### src/rtl/i2s_dac_tx.sv
// i2s_dac_tx: I2S playback serializer for the WM8731 DAC path.
// Buffers one DATA_W-bit sample from the player and shifts it MSB-first onto
// AUD_DACDAT in the left slot framed by AUD_DACLRCK. All flops update on the
// falling bit-clock edge, so the codec samples data on the rising edge.
// Optional feature macro: I2S_DAC_STEREO_DUP_EN
//   defined   -> the left sample is repeated in the right slot (mono to both ears)
//   undefined -> the right slot is silent and the SEND_R state is not built

module i2s_dac_tx #(
    parameter int DATA_W           = 16,
    parameter bit ZERO_ON_UNDERRUN = 1'b1
) (
    input  logic              clk,
    input  logic              rst,
    input  logic              start,
    input  logic              AUD_DACLRCK,
    output logic              AUD_DACDAT,
    output logic              request_play_data,
    input  logic [DATA_W-1:0] play_data,
    input  logic              play_valid,
    output logic              underrun
);

    localparam int               CNT_W    = (DATA_W > 1) ? $clog2(DATA_W) : 1;
    localparam logic [CNT_W-1:0] LAST_BIT = CNT_W'(DATA_W - 1);

    typedef enum logic [2:0] {
        IDLE   = 3'd0,
        WAITH  = 3'd1,
        WAITL  = 3'd2,
`ifdef I2S_DAC_STEREO_DUP_EN
        SEND_R = 3'd4,
`endif
        SEND_L = 3'd3
    } state_t;

    state_t              state_q, state_d;
    logic                start_q, start_d;
    logic [CNT_W-1:0]    counter_q, counter_d;
    logic [DATA_W-1:0]   shift_q, shift_d;
    logic [DATA_W-1:0]   hold_q, hold_d;
    logic                hold_valid_q, hold_valid_d;
    logic [DATA_W-1:0]   last_q, last_d;
    logic                dacdat_q, dacdat_d;
    logic                req_q, req_d;
    logic                underrun_q, underrun_d;
`ifdef I2S_DAC_STEREO_DUP_EN
    // Set when a left word has just been sent, so the next right slot replays it
    logic                dup_q, dup_d;
`endif

    logic [DATA_W-1:0]   underrun_value;
    logic [DATA_W-1:0]   load_value;

    // Word placed in the shifter at the start of a left slot
    always_comb begin
        underrun_value = ZERO_ON_UNDERRUN ? '0 : last_q;
        load_value     = hold_valid_q ? hold_q : underrun_value;
    end

    // Next-state, datapath and output logic; a dropped start overrides everything
    always_comb begin
        state_d      = state_q;
        start_d      = start;
        counter_d    = counter_q;
        shift_d      = shift_q;
        hold_d       = hold_q;
        hold_valid_d = hold_valid_q;
        last_d       = last_q;
        dacdat_d     = 1'b0;
        req_d        = 1'b0;
        underrun_d   = 1'b0;
`ifdef I2S_DAC_STEREO_DUP_EN
        dup_d        = dup_q;
`endif

        // Holding register: newest sample wins; a load in the same cycle has
        // already picked up the old value through load_value.
        if (play_valid && (state_q != IDLE)) begin
            hold_d       = play_data;
            hold_valid_d = 1'b1;
        end

        case (state_q)
            IDLE: begin
                hold_valid_d = 1'b0;
`ifdef I2S_DAC_STEREO_DUP_EN
                dup_d        = 1'b0;
`endif
                // Always begin at a full left slot: wait for an LRCK fall
                // that we have seen from the high side.
                if (start_q) begin
                    state_d = AUD_DACLRCK ? WAITL : WAITH;
                end
            end

            WAITH: begin
                if (AUD_DACLRCK) begin
                    state_d = WAITL;
`ifdef I2S_DAC_STEREO_DUP_EN
                    if (dup_q) begin
                        state_d   = SEND_R;
                        shift_d   = last_q;
                        counter_d = '0;
                    end
                    dup_d = 1'b0;
`endif
                end
            end

            WAITL: begin
                if (!AUD_DACLRCK) begin
                    state_d    = SEND_L;
                    shift_d    = load_value;
                    last_d     = load_value;
                    counter_d  = '0;
                    req_d      = 1'b1;
                    underrun_d = ~hold_valid_q;
                    // A sample arriving in the load cycle stays buffered
                    hold_valid_d = play_valid;
                end
            end

            SEND_L: begin
                dacdat_d  = shift_q[DATA_W-1];
                shift_d   = {shift_q[DATA_W-2:0], 1'b0};
                counter_d = counter_q + 1'b1;
                // Word length is counter-bounded, so an early LRCK edge
                // cannot truncate the word or leak a slip into the next frame.
                if (counter_q == LAST_BIT) begin
                    state_d   = WAITH;
                    counter_d = '0;
`ifdef I2S_DAC_STEREO_DUP_EN
                    dup_d     = 1'b1;
`endif
                end
            end

`ifdef I2S_DAC_STEREO_DUP_EN
            SEND_R: begin
                dacdat_d  = shift_q[DATA_W-1];
                shift_d   = {shift_q[DATA_W-2:0], 1'b0};
                counter_d = counter_q + 1'b1;
                if (counter_q == LAST_BIT) begin
                    state_d   = WAITL;
                    counter_d = '0;
                end
            end
`endif

            default: begin
                state_d = IDLE;
            end
        endcase

        // Playback disabled: abandon the frame at once and drop any buffered sample
        if (!start_q && (state_q != IDLE)) begin
            state_d      = IDLE;
            dacdat_d     = 1'b0;
            req_d        = 1'b0;
            underrun_d   = 1'b0;
            hold_valid_d = 1'b0;
`ifdef I2S_DAC_STEREO_DUP_EN
            dup_d        = 1'b0;
`endif
        end
    end

    // State and datapath registers on the falling bit-clock edge
    always_ff @(negedge clk or posedge rst) begin
        if (rst) begin
            state_q      <= IDLE;
            start_q      <= 1'b0;
            counter_q    <= '0;
            shift_q      <= '0;
            hold_q       <= '0;
            hold_valid_q <= 1'b0;
            last_q       <= '0;
            dacdat_q     <= 1'b0;
            req_q        <= 1'b0;
            underrun_q   <= 1'b0;
`ifdef I2S_DAC_STEREO_DUP_EN
            dup_q        <= 1'b0;
`endif
        end else begin
            state_q      <= state_d;
            start_q      <= start_d;
            counter_q    <= counter_d;
            shift_q      <= shift_d;
            hold_q       <= hold_d;
            hold_valid_q <= hold_valid_d;
            last_q       <= last_d;
            dacdat_q     <= dacdat_d;
            req_q        <= req_d;
            underrun_q   <= underrun_d;
`ifdef I2S_DAC_STEREO_DUP_EN
            dup_q        <= dup_d;
`endif
        end
    end

    // All outputs come straight from flops
    assign AUD_DACDAT        = dacdat_q;
    assign request_play_data = req_q;
    assign underrun          = underrun_q;

endmodule

### config.mk
export PLATFORM = sky130hd
export DESIGN_NAME = i2s_dac_tx
export DESIGN_NICKNAME = d
export VERILOG_FILES = /design/src/rtl/i2s_dac_tx.sv
export SDC_FILE = /design/constraint.sdc
export NUM_CORES = 1
export LEC_CHECK = 0
export CAP_MARGIN = 25
export CELL_PAD_IN_SITES_DETAIL_PLACEMENT = 1
export CELL_PAD_IN_SITES_GLOBAL_PLACEMENT = 2
export CORE_UTILIZATION = 33
export CTS_BUF_LIST = sky130_fd_sc_hd__clkbuf_16
export CTS_CLUSTER_DIAMETER = 120
export CTS_CLUSTER_SIZE = 20
export DETAILED_ROUTE_END_ITERATION = 10
export GPL_TIMING_DRIVEN = 1
export PLACE_DENSITY_LB_ADDON = 0.1
export SYNTH_ARGS = -nofsm -noshare
export SYNTH_HDL_FRONTEND = slang
export SYNTH_SLANG_ARGS = --single-unit
### constraint.sdc
create_clock -name clk -period 1.5 [get_ports clk]
set_clock_uncertainty 0.2 [all_clocks]
set_input_delay 0.15 -clock clk [delete_from_list [all_inputs] [get_ports clk]]
set_output_delay 0.15 -clock clk [all_outputs]
set_load 0.02 [all_outputs]
==> results.toml <==
[status]
status = "finished, violations left"
violations = "negative setup slack"

[critical_path]
timing.rr.start = "state_q[1]"
reg2reg_to = "shift_q[1]"
critPathLaunch = "AUD_DACDAT"
cp_slowest_stage_delay_ns = 0.40
worstSetupPathType = "reg -> out"
critPathSlowestCell = "dfrtn_1"
cp_cell_sequence = "buf_6"
cp_max_fo = 1
cp_data_arrival_time_ns = 1.57
path_delay_family = "flip-flops"
reg2reg_depth = 5
endpoint_kind = "output pin"
cp.depth = 1
critPathLaunchType = "register"
worst-path-buf-inv = 1
required_ns = 1.15
ff2ff_setup_slack_ns = -0.11

[power]
vdd_drop_max_mv = 0.651
power_w = 0.00307
p_leak_nw = 1.36
power_density_nw_per_um2 = 1060

[worst_hold_path]
worstHoldStart = "shift_q[3]"
hold_depth = 2
hold_path.class = "reg -> reg"
min_to = "shift_q[3]"

[die]
io_pins = 24
die_w_um = 79.3
start_util = 0.349
die_height_um = 79.3
core.rowCount = 27
core_um2 = 5640
die-area_um2 = 6280

[sta]
rsz0062_at_grt = "true"
fin_ws_ns = -0.416
report.final.hold_viol_count = 0
fin_hold_ws_ns = 0.224
setup_violations = 39
worstMarginPinSlew_ns = 0.338
setup_tns_ns = -6.02
slew-limit-headroom = 0.775
slew_viol_final = 0

[synth]
synth.distinct_cells = 30
synth_seq_cells = 43
synth.area.top_cells = "dfrtn_1 55%, mux2_2 9.1%, o21ai_0 6.9%, a31oi_1 4.8%, and3_1 4.8%"
syn_inst = 168
ys_warn_count = 0
ys_seq_area_frac = 0.546
synth_top_area_frac = 0.546
ys.flop_type = "dfrtn_1"
yosysMostFrequentCell = "dfrtn_1"
yosysTopAreaCell = "dfrtn_1"
synthesis.area_um2 = 1970
async_flop_share = 1.00
synth_nets = 190
postSynthAreaPerCell_um2 = 11.7
synth_edf_count = 0
netlist_top_cells_count = "43 x dfrtn_1, 27 x o21ai_0, 16 x mux2_2"

[route]
vias = 1529
vias_per_cell = 5.42
ant_nets = 0
drc_errors = 0
routed_wl_um = 5460
post_drt_wl_per_cell_um = 19.4
drt-initial-drc-count = 67
drt-pass1-iter-count = 4

[flow_run]
maxCapViolations = 0

[grt]
grt_pass1_vias = 1698
grt_max_degree = 24
gr-total-overflow = 0
track_usage = 0.195
antenna_found_initial = 0
grt_pass1_wl_um = 9140

[clock_tree]
cts_root_buf = "clkbuf_16"
cts_buffers = 5
cts.sinks = 43
clkTransAtPathRegs_ns = 0.04
cts-htree-levels = 2
cts_tree = "yes"
cts_buffer_depth = 2
cts-hold-fix-buffers = 0
clk_latency_ns = 0.30

[placement]
place.gp.congestion = 0.669
port_buffers = 23
placed_area_um2 = 2500
hpwl_um = 3320

[finish]
syn2layout_area_growth_pct = 47.4
antenna_cells = 0
fin_nets = 233
finish.utilization = 0.515
drive_above_1_share = 0.429
design_area_um2 = 2900
## per-layer routing
layer	GRT usage	wire length [um]
met1	0.251	2470
met2	0.334	2810
met3	0.0356	140
met4	0.0545	36
met5	0	0
## worst register-to-register path, delay by kind of cell (launching register included)
family / cells / cell delay [ns]
AOI/OAI and AO/OA: 2 / 0.26
buffers and inverters: 3 / 0.40
DFF: 1 / 0.60
## cell type report
type,count,area [um2]
Fill cell,562,2740
Sequential cell,43,1080
Multi-Input combinational cell,110,997
Timing Repair Buffer,48,596
Clock buffer,5,125
Tap cell,72,90.1
Inverter,3,15.0
Clock inverter,1,3.75
## worst max-delay path by stage
stage | to
finish | AUD_DACDAT
global route | AUD_DACDAT
CTS | request_play_data
detailed placement | shift_q[9]
global placement | hold_q[5]
floorplan | counter_q[2]
## stage by stage
step                worst slack (ns)  std cells
floorplan                     -0.421        168
global placement              -0.862        270
detailed placement            -0.905        270
CTS                           -0.422        282
global route                  -0.447        282
finish                        -0.416        282
## state kept, by name, indices dropped and copies added, names as in the netlist
register           count
hold_q                16
counter_q              4
state_q                2
start_q                1
hold_valid_q           1
AUD_DACDAT             1
request_play_data      1
shift_q               16
underrun               1
## where the power goes
group | internal (W) | switching, W | leakage, nW
Combinational | 0.000364 | 0.000265 | 0.739
Sequential | 0.00133 | 0.000120 | 0.553
Clock | 0.000592 | 0.000402 | 0.0669
## timing repair
action,in CTS,in global routing
pin swaps,10,1
gates cloned,5,0
setup buffers,1,1
setup endpoints to repair,44,41
gates resized for setup,75,18
## logic make-up (layout without fill, tap and decap cells)
logic type,Yosys count,after routing,synth area share
AOI/OAI and AO/OA,59,59,0.194
adders and majority gates,1,1,0.00635
muxes,17,17,0.0966
DFF,43,43,0.546
buffers and inverters,18,57,0.0629
and+or+nand+nor,30,33,0.0934
## placed cells by master (no fill, tap or decap), drive strengths merged
master / n
nor4: 1
mux2i: 1
nor2b: 1
a21oi: 1
dlygate4sd2: 5
clkinvlp: 1
nand2: 5
o211ai: 1
a31oi: 15
dfrtn: 43
buf: 30
a32o: 1
dlymetal6s2s: 4
or3: 1
a22o: 1
o221a: 1
clkdlybuf4s50: 9
ha: 1
nor3: 1
nand2b: 4
nand3: 4
o21ai: 38
mux2: 16
a21boi: 1
and3: 15
inv: 3
nor2: 1
clkbuf: 5
Power figures use the tool's default switching activity.
